[config.mk]
export PLATFORM = sky130hd
export DESIGN_NAME = q100_lsu
export DESIGN_NICKNAME = d
export VERILOG_FILES = /design/src/rtl/q100_lsu.sv
export SDC_FILE = /design/constraint.sdc
export NUM_CORES = 1
export LEC_CHECK = 0
export CORE_AREA = 2 2 102 104
export CTS_BUF_LIST = sky130_fd_sc_hd__clkbuf_16
export CTS_CLUSTER_DIAMETER = 40
export DETAILED_ROUTE_END_ITERATION = 6
export DIE_AREA = 0 0 104 106
export GPL_TIMING_DRIVEN = 0
export HOLD_SLACK_MARGIN = 0.06
export PLACE_DENSITY_LB_ADDON = 0.08
export SETUP_SLACK_MARGIN = 0.05
export SYNTH_ARGS = -nofsm -noshare
export SYNTH_HDL_FRONTEND = slang
export SYNTH_SLANG_ARGS = --single-unit
[constraint.sdc]
create_clock -name clk -period 3.3 [get_ports clk]
set_input_delay 0.825 -clock clk [delete_from_list [all_inputs] [get_ports clk]]
set_output_delay 0.825 -clock clk [all_outputs]
set_load 0.03 [all_outputs]
[src/rtl/q100_lsu.sv]
// q100_lsu: MEM-stage load/store unit for a DTCM with configurable read latency.
// Builds byte strobes and lane-replicated store data, aligns and extends load
// data, flags misaligned/illegal requests, and stalls upstream while a load
// is in flight.
module q100_lsu #(
  parameter int XLEN            = 32,
  parameter int DTCM_ADDR_WIDTH = 16,
  parameter int DTCM_RD_LATENCY = 1,
  parameter int LEN_RD          = 5
) (
  input  logic                       clk,
  input  logic                       rst,
  input  logic                       req_valid_i,
  output logic                       req_ready_o,
  input  logic                       is_load_i,
  input  logic                       is_store_i,
  input  logic [2:0]                 funct3_i,
  input  logic [XLEN-1:0]            addr_i,
  input  logic [XLEN-1:0]            wdata_i,
  input  logic [LEN_RD-1:0]          rd_i,
  output logic [DTCM_ADDR_WIDTH-1:0] dtcm_addr_o,
  output logic                       dtcm_rd_en_o,
  output logic [XLEN/8-1:0]          dtcm_wr_be_o,
  output logic [XLEN-1:0]            dtcm_wr_data_o,
  input  logic [XLEN-1:0]            dtcm_rd_data_i,
  output logic                       resp_valid_o,
  output logic [LEN_RD-1:0]          resp_rd_o,
  output logic [XLEN-1:0]            resp_data_o,
  output logic                       err_valid_o,
  output logic [1:0]                 err_cause_o,
  output logic [XLEN-1:0]            err_addr_o
);
  localparam int         OB  = (XLEN == 64) ? 3 : 2;
  localparam int         NB  = XLEN / 8;
  localparam logic [2:0] LAT = 3'(DTCM_RD_LATENCY);

  typedef enum logic {IDLE, WAIT} state_t;

  state_t            state_q, state_d;
  logic [2:0]        cnt_q, cnt_d;
  logic [OB-1:0]     off_q, off_d;
  logic [2:0]        f3_q, f3_d;
  logic [LEN_RD-1:0] rd_q, rd_d;
  logic              resp_valid_q, resp_valid_d;
  logic              err_valid_q, err_valid_d;
  logic [1:0]        err_cause_q, err_cause_d;
  logic [XLEN-1:0]   err_addr_q, err_addr_d;

  logic            accept, legal_ld, legal_st, illegal, misal, fault, do_ld, do_st;
  logic [OB-1:0]   off;
  logic [NB-1:0]   be_raw;
  logic [XLEN-1:0] st_data, shifted, ld_data;

  // Request decode: legality, alignment and the resulting action.
  always_comb begin
    off    = addr_i[OB-1:0];
    accept = req_valid_i && (state_q == IDLE);
    case (funct3_i)
      3'd0, 3'd1, 3'd2, 3'd4, 3'd5: legal_ld = 1'b1;
      3'd3, 3'd6:                   legal_ld = (XLEN == 64);
      default:                      legal_ld = 1'b0;
    endcase
    case (funct3_i)
      3'd0, 3'd1, 3'd2: legal_st = 1'b1;
      3'd3:             legal_st = (XLEN == 64);
      default:          legal_st = 1'b0;
    endcase
    illegal = (is_load_i && is_store_i) || (is_load_i && !legal_ld) ||
              (is_store_i && !legal_st);
    // funct3[1:0] encodes the access size for both loads and stores.
    case (funct3_i[1:0])
      2'd1:    misal = addr_i[0];
      2'd2:    misal = |addr_i[1:0];
      2'd3:    misal = |addr_i[2:0];
      default: misal = 1'b0;
    endcase
    fault = accept && (is_load_i || is_store_i) && (illegal || misal);
    do_ld = accept && is_load_i && !illegal && !misal;
    do_st = accept && is_store_i && !illegal && !misal;
  end

  // Store byte enables and lane-replicated store data.
  always_comb begin
    case (funct3_i[1:0])
      2'd0: begin
        be_raw  = NB'(1) << off;
        st_data = {NB{wdata_i[7:0]}};
      end
      2'd1: begin
        be_raw  = NB'(3) << off;
        st_data = {(XLEN/16){wdata_i[15:0]}};
      end
      2'd2: begin
        be_raw  = NB'(15) << off;
        st_data = {(XLEN/32){wdata_i[31:0]}};
      end
      default: begin
        be_raw  = '1;
        st_data = wdata_i;
      end
    endcase
  end

  // Load alignment and extension; LW sign-extends on RV64 and is a pass-through on RV32.
  always_comb begin
    shifted = dtcm_rd_data_i >> {off_q, 3'b000};
    case (f3_q)
      3'd0:    ld_data = XLEN'($signed(shifted[7:0]));
      3'd1:    ld_data = XLEN'($signed(shifted[15:0]));
      3'd2:    ld_data = XLEN'($signed(shifted[31:0]));
      3'd4:    ld_data = XLEN'(shifted[7:0]);
      3'd5:    ld_data = XLEN'(shifted[15:0]);
      3'd6:    ld_data = XLEN'(shifted[31:0]);
      default: ld_data = shifted;
    endcase
  end

  // Next-state logic for the IDLE/WAIT load sequencer and registered outputs.
  always_comb begin
    state_d     = state_q;
    cnt_d       = cnt_q;
    off_d       = off_q;
    f3_d        = f3_q;
    rd_d        = rd_q;
    err_valid_d = fault;
    err_cause_d = err_cause_q;
    err_addr_d  = err_addr_q;
    if (fault) begin
      err_cause_d = illegal ? 2'd2 : (is_load_i ? 2'd0 : 2'd1);
      err_addr_d  = addr_i;
    end
    case (state_q)
      IDLE: begin
        if (do_ld) begin
          state_d = WAIT;
          cnt_d   = 3'd1;
          off_d   = off;
          f3_d    = funct3_i;
          rd_d    = rd_i;
        end
      end
      default: begin
        if (cnt_q == LAT) begin
          state_d = IDLE;
          cnt_d   = 3'd0;
        end else begin
          cnt_d = cnt_q + 3'd1;
        end
      end
    endcase
    // Response pulses in the cycle the counter reaches the read latency.
    resp_valid_d = (state_d == WAIT) && (cnt_d == LAT);
  end

  // State and output registers with synchronous reset.
  always_ff @(posedge clk) begin
    if (rst) begin
      state_q      <= IDLE;
      cnt_q        <= 3'd0;
      off_q        <= '0;
      f3_q         <= 3'd0;
      rd_q         <= '0;
      resp_valid_q <= 1'b0;
      err_valid_q  <= 1'b0;
      err_cause_q  <= 2'd0;
      err_addr_q   <= '0;
    end else begin
      state_q      <= state_d;
      cnt_q        <= cnt_d;
      off_q        <= off_d;
      f3_q         <= f3_d;
      rd_q         <= rd_d;
      resp_valid_q <= resp_valid_d;
      err_valid_q  <= err_valid_d;
      err_cause_q  <= err_cause_d;
      err_addr_q   <= err_addr_d;
    end
  end

  assign req_ready_o    = (state_q == IDLE);
  assign dtcm_addr_o    = addr_i[DTCM_ADDR_WIDTH+OB-1:OB];
  assign dtcm_rd_en_o   = do_ld;
  assign dtcm_wr_be_o   = do_st ? be_raw : '0;
  assign dtcm_wr_data_o = st_data;
  assign resp_valid_o   = resp_valid_q;
  assign resp_rd_o      = rd_q;
  assign resp_data_o    = resp_valid_q ? ld_data : '0;
  assign err_valid_o    = err_valid_q;
  assign err_cause_o    = err_cause_q;
  assign err_addr_o     = err_addr_q;
endmodule

# ---- Word level (Yosys, flattened, before mapping)
# Cells that the tools add are included.
dict set report word_totals {
  regBits 50
  inputBits 109
  wordCells 72
  out_inout_bits 127
}
dict set report classes {
  reduce_logical 29
  eq_ne 12
  addsub 1
  bitwise 1
  n_shift 4
  n_mux 16
}
# operator n
set ops {}
lappend ops {{$pmux W32 S4} 1}
lappend ops {{$pmux W32 S2} 1}
lappend ops {{$mux W32} 1}
lappend ops {{$shr A32 B5 Y32} 1}
lappend ops {{$logic_and A1 B1 Y1} 13}
lappend ops {{$eq A3 B1 Y1 const B} 4}
lappend ops {{$eq A3 B3 Y1 const B} 4}
lappend ops {{$pmux W4 S3} 1}
lappend ops {{$mux W3} 3}
lappend ops {{$logic_not A3 Y1} 2}
lappend ops {{$mux W1} 6}
lappend ops {{$reduce_or A3 Y1} 2}
lappend ops {{$reduce_or A5 Y1} 1}
lappend ops {{$eq A2 B2 Y1 const B} 2}
lappend ops {{$logic_not A1 Y1} 4}
lappend ops {{$logic_or A1 B1 Y1} 4}
lappend ops {{$mux W4} 1}
lappend ops {{$shl A1 B2 Y4 const A} 1}
lappend ops {{$shl A2 B2 Y4 const A} 1}
lappend ops {{$shl A4 B2 Y4 const A} 1}
lappend ops {{$add A3 B1 Y3 const B} 1}
lappend ops {{$eq A3 B2 Y1 const B} 1}
lappend ops {{$pmux W1 S3} 1}
lappend ops {{$eq A2 B1 Y1 const B} 1}
lappend ops {{other kinds (5)} 5}

# ---- Logic depth before layout (Yosys ltp)
dict set report depth {
  word_depth 14
  mapped_depth 8
  mapped_depth_nobuf 6
}

# ---- Worst setup path after synthesis
# OpenSTA, ideal clock, no wires.
dict set report synth_path {
  path_kind {input to output}
  startpoint {input funct3_i[0]}
  endpoint {output dtcm_wr_data_o[21]}
  setup_slack_ns 0.087
  path_stages 6
  path_buffers 2
  arrival_ns 2.388
  path_cell_list {inv_1 > ha_1 > clkbuf_1 > nor2_1 > buf_2 > mux2_2}
}
dict set report synth_between {
  elab_chain_cells 2
  word_cells_on_any_way 3
  classes_between {eq/ne: 1; mux: 1; reduce/logical: 1}
}
# element line
set synth_lines {}
lappend synth_lines {{start: declaration} 17} ;# input logic [2:0] funct3_i,
lappend synth_lines {{$eq A2 B1 Y1 / $logic_not A2 Y1 (equally long branches)} 84} ;# case (funct3_i[1:0])
lappend synth_lines {{$pmux W32 S2 (*)} 84}
lappend synth_lines {{end: declaration} 24} ;# output logic [XLEN-1:0] dtcm_wr_data_o,
# Mark *: on every way between the ends. The rest lies on a longest branch, timed or not.

# ---- Worst setup path in the final report
dict set report layout_path {
  startpoint {input dtcm_rd_data_i[15]}
  endpoint {output resp_data_o[23]}
}
dict set report layout_between {
  elab_chain_cells 3
}
# element line
set layout_lines {}
lappend layout_lines {{start: declaration} 25} ;# input logic [XLEN-1:0] dtcm_rd_data_i,
lappend layout_lines {{$shr A32 B5 Y32} 106} ;# shifted = dtcm_rd_data_i >> {off_q, 3'b000};
lappend layout_lines {{$pmux W32 S4} 107} ;# case (f3_q)
lappend layout_lines {{$mux W32} 187} ;# assign resp_data_o = resp_valid_q ? ld_data : '0;
lappend layout_lines {{end: declaration} 28} ;# output logic [XLEN-1:0] resp_data_o,
# No other way between the ends.

==> out/metrics.cfg <==
[status]
run_status = finished clean

[detailed_routing]
vias = 4080
totalWireLength_um = 12900
dr.pass1.iters = 4
viasPerCell = 4.93
wl_per_cell_um = 15.7
ant_nets = 0
drc = 0
drtIter0Drc = 216

[critical_path]
crit_fanout = 5
rr_worst_depth = 6
rr_startpoint = state_q$_SDFF_PP0_
cpMaxStageDelayCell = clkdlybuf4s50_1
r2r_slack_ps = 1660
worstSetupEndpointType = output pin
required_ps = 2470
crit_path_frequent_cell = buf_4
r2r_end = err_addr_o[1]$_SDFFE_PP0P_
cpPeakStageDelay_ps = 420
crit_arrival_ps = 2430
crit_path_start_kind = input port
path_cells = clkdlybuf4s50_1 > mux2i_2 > mux2i_1 > buf_4 > mux2i_4 > buf_4 > o22ai_1 > buf_2
crit_type = in2out

[layout]
area_growth_pct = 75.8
insertedDiodeCount = 0
drive_above_1_share = 0.203
final_cell_area_um2 = 6300
finalNetCount = 805
final_cell_mix = 174 x clkdlybuf4s50_1, 122 x nand2_1, 58 x mux2i_1
final_common_cell = clkdlybuf4s50_1
postLayoutCoreUtil = 0.631

[run]
drv_cap = 0

[min_path]
worstHoldStart = err_addr_o[15]$_SDFFE_PP0P_
hp-class = reg2reg
whs_path_depth = 2
min_to = err_addr_o[15]$_SDFFE_PP0P_

[clock_tree]
clk_path_buf_depth = 2
cts_buffers = 5
cts_sinks = 50
holdBufCountCts = 0
clockRootBuffer = clkbuf_16
path_clk_slew_ps = 70
htreeDepth = 2
clk_latency_ps = 280
tritoncts = yes

[yosys]
syn-cell-area_um2 = 3590
synth_seq_cells = 50
synth_cells = 440
ys_async_sr_fraction = 0
synth.area.top_cells = dfxtp_1 28%, mux2i_1 17%, nand2_1 13%
ys_seq_area_frac = 0.279
synth_top_area_frac = 0.279
ys.flop_type = dfxtp_1
yosys_warnings = 0
synth_area_per_cell_um2 = 8.15
synth_area_leader_cell = dfxtp_1
synth_enable_flop_cells = 0
ys_types = 42
synth_fp_nets = 555

[timing]
max_freq_ghz = 0.307
drv_slew = 0
fin_crit_ps = 3260
hold_violations = 0
max_slew.worst_pin.slew_ps = 719
rsz0062_at_grt = yes
fin_crit_sh = 0.988
finalSetupViolations = 0
layout_setup_ws_ps = 40.9
max-slew-margin-rel = 0.521
fin_skew_ps = 8.58

[floorplan]
start_util = 0.359
io-pin-count = 236
core-area_um2 = 10000
rows = 37
die_x_um = 104
die_area_um2 = 11000
dieHeight_um = 106

[global_route]
grt_antenna_before_repair = 0
grt_pass1_wl_um = 20400
grt_start_max_net_pins = 16
grt_usage = 0.223
first_global_vias = 4057
overflow = 0

[place]
gp_congestion = 0.819
pre_cts_ws_ps = -1450
numPortBuffers = 235
dp_hpwl_um = 9750
dpl_cell_area_um2 = 6110

[pwr]
leakagePower_nw = 2.58
peakVddDrop_mv = 0.227
power.density_nw_per_um2 = 313
p_total_mw = 1.97

[cells in the mapped netlist (2+ instances only)]
| cell | instances |
|---|---|
| nand2_1 | 123 |
| mux2i_1 | 60 |
| dfxtp_1 | 50 |
| buf_4 | 25 |
| clkbuf_1 | 18 |
| nor2_1 | 18 |
| mux2_2 | 16 |
| o21ai_0 | 10 |
| o22ai_1 | 10 |
| and2_1 | 9 |
| o21ai_1 | 9 |
| a21boi_0 | 8 |
| a22o_1 | 8 |
| a22oi_1 | 8 |
| o211a_1 | 7 |
| a21oi_1 | 6 |
| buf_2 | 6 |
| ha_1 | 6 |
| o21a_1 | 6 |
| buf_12 | 3 |
| inv_1 | 3 |
| nor2b_1 | 3 |
| a211oi_4 | 2 |
| nand3_1 | 2 |
| nand3b_1 | 2 |
| nor4_4 | 2 |
| o2111ai_1 | 2 |
| o31a_1 | 2 |
| o41ai_1 | 2 |
| or3_1 | 2 |
[flip-flops by register name, indices dropped and copies added (netlist names)]
name          flops
cnt_q             3
resp_rd_o         5
err_valid_o       1
off_q             2
f3_q              3
err_addr_o       32
state_q           1
resp_valid_o      1
err_cause_o       2
[timing repair]
action / in CTS / in global routing
endpoints found under the setup margin: 54 / 56
setup buffers: 8 / 0
cloned: 0 / 1
gates resized for setup: 238 / 47
pin swaps: 6 / 2
[final cells by class]
type,count,area [µm²]
buffer,53,388
inverter,4,15.0
clock inverter,3,16.3
timing repair buffer,244,2280
fill,892,3690
clock buffer,5,125
sequential,50,1000
tap,136,170
multi-input combinational,332,2310
[per-stage QoR]
stage | hold WS [ps] | instances | TNS (ps)
2_1_floorplan | 448 | 440 | 0
3_3_place_gp | 442 | 811 | -43460
3_5_place_dp | 450 | 811 | -44820
4_1_cts | 460 | 826 | 0
5_1_grt | 473 | 827 | -42.8
6_report | 457 | 827 | 0
[worst max-delay path, delay by kind of cell]
family	cells	cell delay (ps)
buffers and inverters	4	990
multiplexers	3	530
AO/OA/AOI/OAI	1	90
[per-layer routing]
metal | GRT usage | part of all wire | up-vias
li1 | - | - | 2009
met1 | 0.264 | 0.41 | 1921
met2 | 0.413 | 0.52 | 136
met3 | 0.0613 | 0.064 | 14
met4 | 0.0261 | 0.0097 | 0
met5 | 0 | 0 | -
[how the worst max path moves through the flow]
| stage | slack (ps) | end | from |
|---|---|---|---|
| finish | 40 | resp_data_o[23] | dtcm_rd_data_i[15] |
| global route | -30 | resp_data_o[14] | dtcm_rd_data_i[23] |
| CTS | 5 | resp_data_o[29] | dtcm_rd_data_i[31] |
| detailed placement | -1450 | dtcm_wr_data_o[21] | funct3_i[0] |
| global placement | -1440 | dtcm_wr_data_o[21] | funct3_i[0] |
| floorplan | 90 | dtcm_wr_data_o[21] | funct3_i[0] |
[power breakdown]
| group | switching (mW) | leakage [nW] | internal [mW] |
|---|---|---|---|
| Clock | 0.217 | 0.0672 | 0.277 |
| Combinational | 0.430 | 2.10 | 0.387 |
| Sequential | 0.0202 | 0.408 | 0.640 |
[kinds of logic (layout without fill, tap and decap cells)]
logic type,after synthesis,count (layout),synth area share
XOR/XNOR,1,1,0.00244
flip-flops,50,50,0.279
multiplexers,76,76,0.218
AO/OA/AOI/OAI,83,83,0.174
AND/OR/NAND/NOR,166,166,0.201
buffers and inverters,58,309,0.105
adder cells (fa/ha/maj),6,6,0.0209
Power figures use the tool's default switching activity.
